==> src/rtl/i2s_rx_fifo.sv <==
// I2S / left-justified serial audio receiver: deserialises L/R slots into stereo
// frames and queues them in a show-ahead FIFO with a VALID/READY handshake.
module i2s_rx_fifo #(
    parameter int WIDTH   = 16,
    parameter int CNT_W   = 6,
    parameter int JUSTIFY = 0,
    parameter int DEPTH   = 4,
    parameter int AW      = 2
) (
    input  logic             BIT_CK,
    input  logic             RESET,
    input  logic             LR_CK,
    input  logic             DIN,
    input  logic             READY,
    output logic             VALID,
    output logic [WIDTH-1:0] DATA_L,
    output logic [WIDTH-1:0] DATA_R,
    output logic [CNT_W-1:0] SLOT_LEN,
    output logic             OVERFLOW,
    output logic [AW:0]      LEVEL
);

    localparam logic [CNT_W-1:0] CNT_MAX = '1;
    localparam logic [31:0]      W_U     = WIDTH;
    localparam bit               I2S     = (JUSTIFY == 0);

    logic             lr_q;
    logic             synced;
    logic [CNT_W-1:0] cnt;
    logic [CNT_W-1:0] cnt_inc;
    logic [CNT_W-1:0] n_fin;
    logic [31:0]      n_ext;
    logic [WIDTH-1:0] shift_reg;
    logic [WIDTH-1:0] shift_in;
    logic [WIDTH-1:0] sh_fin;
    logic [WIDTH-1:0] word;
    logic [WIDTH-1:0] left_hold;
    logic             left_valid;
    logic             take;
    logic             edge_det;
    logic             commit;
    logic             push;
    logic             pop;
    logic             full;
    logic             accept;
    logic [AW:0]      wr_ptr;
    logic [AW:0]      rd_ptr;
    logic [AW-1:0]    head_idx;
    logic [2*WIDTH-1:0] mem [DEPTH];

    assign edge_det = (LR_CK != lr_q);
    assign cnt_inc  = (cnt == CNT_MAX) ? cnt : cnt + 1'b1;
    assign take     = (32'(cnt) < W_U);
    assign shift_in = take ? {shift_reg[WIDTH-2:0], DIN} : shift_reg;

    // In I2S mode the bit sampled on the LR edge still belongs to the outgoing slot.
    assign sh_fin = I2S ? shift_in : shift_reg;
    assign n_fin  = I2S ? cnt_inc  : cnt;
    assign n_ext  = 32'(n_fin);
    assign word   = (n_ext >= W_U) ? sh_fin : (sh_fin << (W_U - n_ext));

    assign commit = edge_det & synced;
    assign push   = commit & lr_q & left_valid;

    assign LEVEL  = wr_ptr - rd_ptr;
    assign VALID  = (LEVEL != '0);
    assign full   = (LEVEL == (AW+1)'(DEPTH));
    assign pop    = VALID & READY;
    assign accept = push & (~full | pop);

    // When empty, present the most recently read slot rather than the stale write slot.
    assign head_idx         = VALID ? rd_ptr[AW-1:0] : rd_ptr[AW-1:0] - 1'b1;
    assign {DATA_L, DATA_R} = mem[head_idx];

    always_ff @(posedge BIT_CK) begin
        if (RESET) begin
            lr_q       <= 1'b0;
            synced     <= 1'b0;
            cnt        <= '0;
            shift_reg  <= '0;
            left_hold  <= '0;
            left_valid <= 1'b0;
            SLOT_LEN   <= '0;
            OVERFLOW   <= 1'b0;
            wr_ptr     <= '0;
            rd_ptr     <= '0;
            for (int i = 0; i < DEPTH; i++) begin
                mem[i] <= '0;
            end
        end else begin
            lr_q <= LR_CK;
            if (edge_det) begin
                synced <= 1'b1;
                if (I2S) begin
                    shift_reg <= '0;
                    cnt       <= '0;
                end else begin
                    shift_reg <= {{(WIDTH-1){1'b0}}, DIN};
                    cnt       <= CNT_W'(1);
                end
                if (synced) begin
                    SLOT_LEN <= n_fin;
                    if (!lr_q) begin
                        left_hold  <= word;
                        left_valid <= 1'b1;
                    end else begin
                        left_valid <= 1'b0;
                    end
                end
            end else begin
                shift_reg <= shift_in;
                cnt       <= cnt_inc;
            end

            if (accept) begin
                mem[wr_ptr[AW-1:0]] <= {left_hold, word};
                wr_ptr              <= wr_ptr + 1'b1;
            end
            if (push && !accept) begin
                OVERFLOW <= 1'b1;
            end
            if (pop) begin
                rd_ptr <= rd_ptr + 1'b1;
            end
        end
    end

endmodule

==> config.mk <==
export PLATFORM = sky130hd
export DESIGN_NAME = i2s_rx_fifo
export DESIGN_NICKNAME = d
export VERILOG_FILES = /design/src/rtl/i2s_rx_fifo.sv
export SDC_FILE = /design/constraint.sdc
export NUM_CORES = 1
export LEC_CHECK = 0
export ABC_AREA = 0
export CORE_ASPECT_RATIO = 1.2
export CORE_UTILIZATION = 35
export DETAILED_ROUTE_END_ITERATION = 16
export MAX_ROUTING_LAYER = met4
export PLACE_DENSITY_LB_ADDON = 0.15
export SLEW_MARGIN = 30
export SYNTH_ARGS = -nofsm -noshare
export SYNTH_HDL_FRONTEND = slang
export SYNTH_SLANG_ARGS = --single-unit
==> constraint.sdc <==
create_clock -name BIT_CK -period 5.55 [get_ports BIT_CK]
set_clock_uncertainty 0.1 [all_clocks]
set_input_delay 0.555 -clock BIT_CK [delete_from_list [all_inputs] [get_ports BIT_CK]]
set_output_delay 0.555 -clock BIT_CK [all_outputs]
set_load 0.05 [all_outputs]
Word-level counts from Yosys, hierarchy flattened
Memories as Yosys holds them, arrays and structs flattened.
Cells that the tools add are included.
{ "totals": {"mem_bits_rw": 128, "regBits": 54, "memories": 1, "elab_cells": 51, "in_bits": 5} }
{ "classes": {"n_bitwise": 8, "magnitude_cmp": 2, "reduce_logical": 7, "muxes": 13, "n_eq_ne": 3, "n_shift": 1, "n_addsub": 6} }
{ "memory_table": {"columns": ["memory", "depth", "width", "rd", "rd_clocked_by_memory_dff", "write_ports", "line_no", "source"], "rows": [
  ["mem", 4, 32, 1, 0, 4, "49", "logic [2*WIDTH-1:0] mem [DEPTH];"]
]} }
{ "op_table": {"columns": ["operator", "count"], "rows": [
  ["2-to-1 mux 16 bit", 2],
  ["2-to-1 mux 32 bit", 1],
  ["OR reduction 32 bit", 1],
  ["left shift 16 x 32 -> 16 bit", 1],
  ["2-to-1 mux 1 bit", 7],
  ["subtractor 5 x 6 -> 7 bit (first input constant)", 1],
  ["adder 3 x 1 -> 3 bit (second input constant)", 2],
  ["adder 6 x 1 -> 6 bit (second input constant)", 1],
  ["== test 6 bit (second input constant)", 1],
  ["greater-or-equal comparator 6 x 5 -> 1 bit (second input constant)", 1],
  ["less-than comparator 6 x 5 -> 1 bit (second input constant)", 1],
  ["2-to-1 mux 6 bit", 1],
  ["bitwise AND 1 bit", 5],
  ["2-to-1 mux 2 bit", 2],
  ["== test 3 bit (second input constant)", 1],
  ["AND reduction 3 bit", 1],
  ["nonzero test 3 bit", 1],
  ["subtractor 3 bit", 1],
  ["NOT 1 bit", 2],
  ["AND reduction 2 bit", 1],
  ["OR reduction 2 bit", 1],
  ["subtractor 2 x 1 -> 2 bit (second input constant)", 1],
  ["logical AND 1 bit", 1],
  ["logical NOT 1 bit", 1],
  ["2 further kinds", 2]
]} }

Logic depth before layout (Yosys ltp)
{ "logic_depth": {"word_depth": 10, "mapped_depth": 15} }

Worst setup path after synthesis
Ideal clock, no wire load.
{ "synth_path": {"path_kind": "register to output", "startpoint": "reg wr_ptr[0]", "endpoint": "out DATA_L[0]", "arrival_time_ps": 3531, "path_buffers": 1, "setup_slack_ps": 1364, "path_stages_with_launch": 10, "path_cell_list": "dfxtp_1 -> inv_1 -> ha_1 -> fa_1 -> xor2_1 -> xnor2_1 -> nand3_1 -> xor2_1 -> buf_4 -> mux4_2"} }
{ "synth_between": {"elab_chain_len": 4} }
{ "synth_rtl": {"columns": ["element", "line_no", "source"], "rows": [
  ["from (decl)", "46", "logic [AW:0] wr_ptr;"],
  ["from (signal assigned)", "117", "wr_ptr <= wr_ptr + 1'b1;"],
  ["subtractor 3 bit", "65", "assign LEVEL = wr_ptr - rd_ptr;"],
  ["nonzero test 3 bit", "66", "assign VALID = (LEVEL != '0);"],
  ["named net VALID", "15", "output logic VALID,"],
  ["2-to-1 mux 2 bit", "72", "assign head_idx = VALID ? rd_ptr[AW-1:0] : rd_ptr[AW-1:0] - 1'b1;"],
  ["memory (4 x 32 bit)", null, null],
  ["to (decl)", "16", "output logic [WIDTH-1:0] DATA_L,"]
]} }
The timed path passes the listed nets, and every way through them passes these cells.

Worst setup path in the final report
{ "layout_path": {"startpoint": "reg wr_ptr[0]", "endpoint": "out DATA_R[10]"} }
{ "layout_between": {"elab_chain_len": 4} }
{ "layout_rtl": {"columns": ["element", "line_no", "source"], "rows": [
  ["subtractor 3 bit", "65", null],
  ["nonzero test 3 bit", "66", null],
  ["2-to-1 mux 2 bit", "72", null],
  ["memory (4 x 32 bit)", null, null],
  ["to (decl)", "17", "output logic [WIDTH-1:0] DATA_R,"]
]} }
No other way between the ends.

==> impl_metrics.py <==
metrics = {
    "outcome": {
        "status": "completed",
    },
    "run": {
        "cap_violations": 0,
    },
    "power": {
        "peakVddDrop_mv": 0.2091,
        "p_switching_mw": 2.090,
        "switching_share_pct": 41.27,
        "power_density_nw_per_um2": 468.8,
        "pwr-share-seq_pct": 30.0,
        "leakage_nw": 3.778,
        "p_int_mw": 2.973,
        "clockPowerShare_pct": 24.1,
        "power_frac_comb_pct": 45.8,
    },
    "worst_hold_path": {
        "holdCritPathClass": "reg2reg",
    },
    "sta": {
        "period_needed_ps": 5128,
        "report.final.setup_viol": 0,
        "relSlewSlack_pct": 37.64,
        "holdWs_ps": 369.2,
        "setup_tns_ps": 0,
        "slew_violations": 0,
        "period_share_pct": 92.40,
        "rsz0062_at_grt": "false",
        "hold_violations": 0,
        "timing.fmax_ghz": 0.1950,
        "worst_slew_pin_slew_ps": 932.8,
    },
    "global_routing": {
        "grt_pass1_wl_um": 37480,
        "grt_use_total_pct": 18.71,
        "antenna_found_initial": 0,
        "grt-ovfl-total": 0,
        "grt_pass1_vias": 6374,
        "grt_max_degree": 46,
    },
    "detailed_routing": {
        "post_drt_wl_per_cell_um": 19.42,
        "vias": 6374,
        "viasPerCell": 5.321,
        "wl_um": 23270,
        "first_iter_violations": 328,
        "ant_nets": 0,
        "first_pass_iters": 5,
        "route.detailed.drc": 0,
    },
    "clock_network": {
        "cts_setup_buffers": 0,
        "cts_tree": "yes",
        "htree_levels": 4,
        "cts_num_sinks": 182,
        "cts-root-buf": "clkbuf_16",
        "clock_path_buffers": 2,
        "clkLatencyLatePin_ps": 440,
        "postCtsResizedCells": 0,
        "path_clk_slew_ps": 80,
        "ctsHoldBuffers": 0,
        "cts_buffers": 17,
    },
    "finish": {
        "final_cell_mix": "nor2_1 (158), edfxtp_1 (128), and2_1 (71)",
        "finalNonFillerCells": 1198,
        "fin_nets": 861,
        "syn_to_final_growth_pct": 15.63,
        "diodes": 0,
        "final_common_cell": "nor2_1",
        "drive_above_1_share_pct": 14.37,
        "largest_reg_flops": 128,
    },
    "synthesis": {
        "ys_ff_latch": 182,
        "syn_avg_cell_area_um2": 11.38,
        "async_flop_share_pct": 0,
        "ys_seq_area_share_pct": 52.73,
        "syn_nets": 832,
        "ys.flop_type": "edfxtp_1",
        "synth_warnings": 0,
        "synth_edf_count": 128,
        "synthCells": 821,
        "synth_area_um2": 9340,
        "yosysUniqueCellTypes": 77,
    },
    "place": {
        "gp_congestion": 0.8684,
        "io_buffers": 47,
        "dp.final_hpwl_um": 15970,
        "post-place-cells": 1166,
    },
    "floorplan": {
        "initial_utilization_pct": 35.56,
        "ios": 48,
        "fp.dieW_um": 151.1,
        "die_height_um": 181.0,
        "row_count": 65,
        "core-area_um2": 26270,
        "die_area_um2": 27350,
    },
    "setup_path": {
        "critPathKind": "reg2out",
        "critPathMaxFanout": 29,
        "startpoint_type": "flop",
        "crit_path_end_kind": "output pin",
        "critPathRequiredTime_ps": 4890,
        "crit_buf_inv": 3,
        "cp_top_family": "buffers and inverters",
        "cp_slowest_stage_delay_ps": 720,
        "slowest_stage": "clkdlybuf4s50_1",
        "worstPathCellList": "inv_1, ha_1, fa_1, xor2_1, xnor2_1, nand3_1, a21oi_4, buf_4, mux4_2, clkdlybuf4s50_1",
        "critPathArrivalTime_ps": 4470,
    },
}
==> synth_stat cells (all sizes together), types with 4 or more instances <==
cell	instances	share of area, %
or2	5	0.33
nand3	20	1.1
dfxtp	54	12
xor2	5	0.47
a21oi	33	1.8
inv	12	0.48
or3	4	0.27
xnor2	11	1.3
nand4	4	0.27
a211oi	24	2.2
nor4	4	0.27
mux4	33	8.0
buf	27	1.6
nor2	159	6.4
mux2i	34	3.6
nand2b	13	0.87
a31oi	5	0.47
nor2b	8	0.54
nor3	15	0.96
o211ai	5	0.40
nor3b	5	0.46
o22ai	4	0.33
edfxtp	128	41
mux2	4	0.48
and2	71	4.8
clkbuf	31	1.2
o21ai	11	0.71
a2111oi	7	0.72
ha	5	0.67
nand2	31	1.3
==> logic make-up (layout without fill, tap and decap cells) <==
logic type / count (synthesis) / count (layout) / synth area share (%)
AOI/OAI and AO/OA: 127 / 127 / 10.96
xor gates and xnor gates: 16 / 16 / 1.742
buffers and inverters: 71 / 113 / 3.362
and+or+nand+nor: 348 / 348 / 18.25
DFF: 182 / 182 / 52.73
adders and majority gates: 6 / 6 / 0.8841
muxes: 71 / 71 / 12.08
==> per-stage QoR <==
stage / util [%] / setup slack, ps / cell area (um^2) / power (mW)
6_report: 41.11 / 421.5 / 10800 / 5.063
5_1_grt: 41.11 / 115.5 / 10800 / 5.296
4_1_cts: 41.07 / 428.9 / 10790 / 5.139
3_5_place_dp: 38.76 / 901.9 / 10180 / 3.922
3_3_place_gp: 38.72 / 956.8 / 10170 / 3.906
2_1_floorplan: - / 1364 / 9340 / 3.240
==> tightest hold or removal path, stage by stage (launching register included) <==
cell and delay (ps):
dfxtp_1 320, nand2_1 50, a21oi_1 50
==> path summary, 6_finish.rpt <==
path / cells after the start / startpoint / slack (ps) / endpoint
max: 10 / wr_ptr[0]$_SDFFE_PP0P_ / 420 / DATA_R[10]
min: 2 / SLOT_LEN[2]$_SDFFE_PP0P_ / 370 / SLOT_LEN[2]$_SDFFE_PP0P_
max reg2reg: 15 / cnt[1]$_SDFF_PP0_ / 1030 / mem[1][9]$_SDFFCE_PN0P_
min reg2reg: 2 / SLOT_LEN[2]$_SDFFE_PP0P_ / 370 / SLOT_LEN[2]$_SDFFE_PP0P_
==> metal layers <==
layer,vias up,global-route usage (%),wire length [um]
li1,3064,-,-
met1,3162,23.30,10180
met2,118,30.88,11940
met3,30,2.929,724
met4,0,5.880,428
met5,-,-,0
==> power groups by stage <==
stage               Sequential [mW]  Clock, mW  Combinational (mW)
global placement               1.55          0                2.35
detailed placement             1.55          0                2.37
global route                   1.53       1.30                2.47
floorplan                      1.54          0                1.70
CTS                            1.52       1.25                2.37
finish                         1.52       1.22                2.32
==> cell type report <==
| class | count | area, um^2 |
|---|---|---|
| timing repair buffer | 68 | 628.1 |
| multi-input combinational | 568 | 4173 |
| tap | 335 | 419.2 |
| clock buffer | 17 | 425.4 |
| clock inverter | 15 | 181.4 |
| fill | 2500 | 15470 |
| inverter | 13 | 48.80 |
| sequential | 182 | 4925 |
Power figures use the tool's default switching activity.
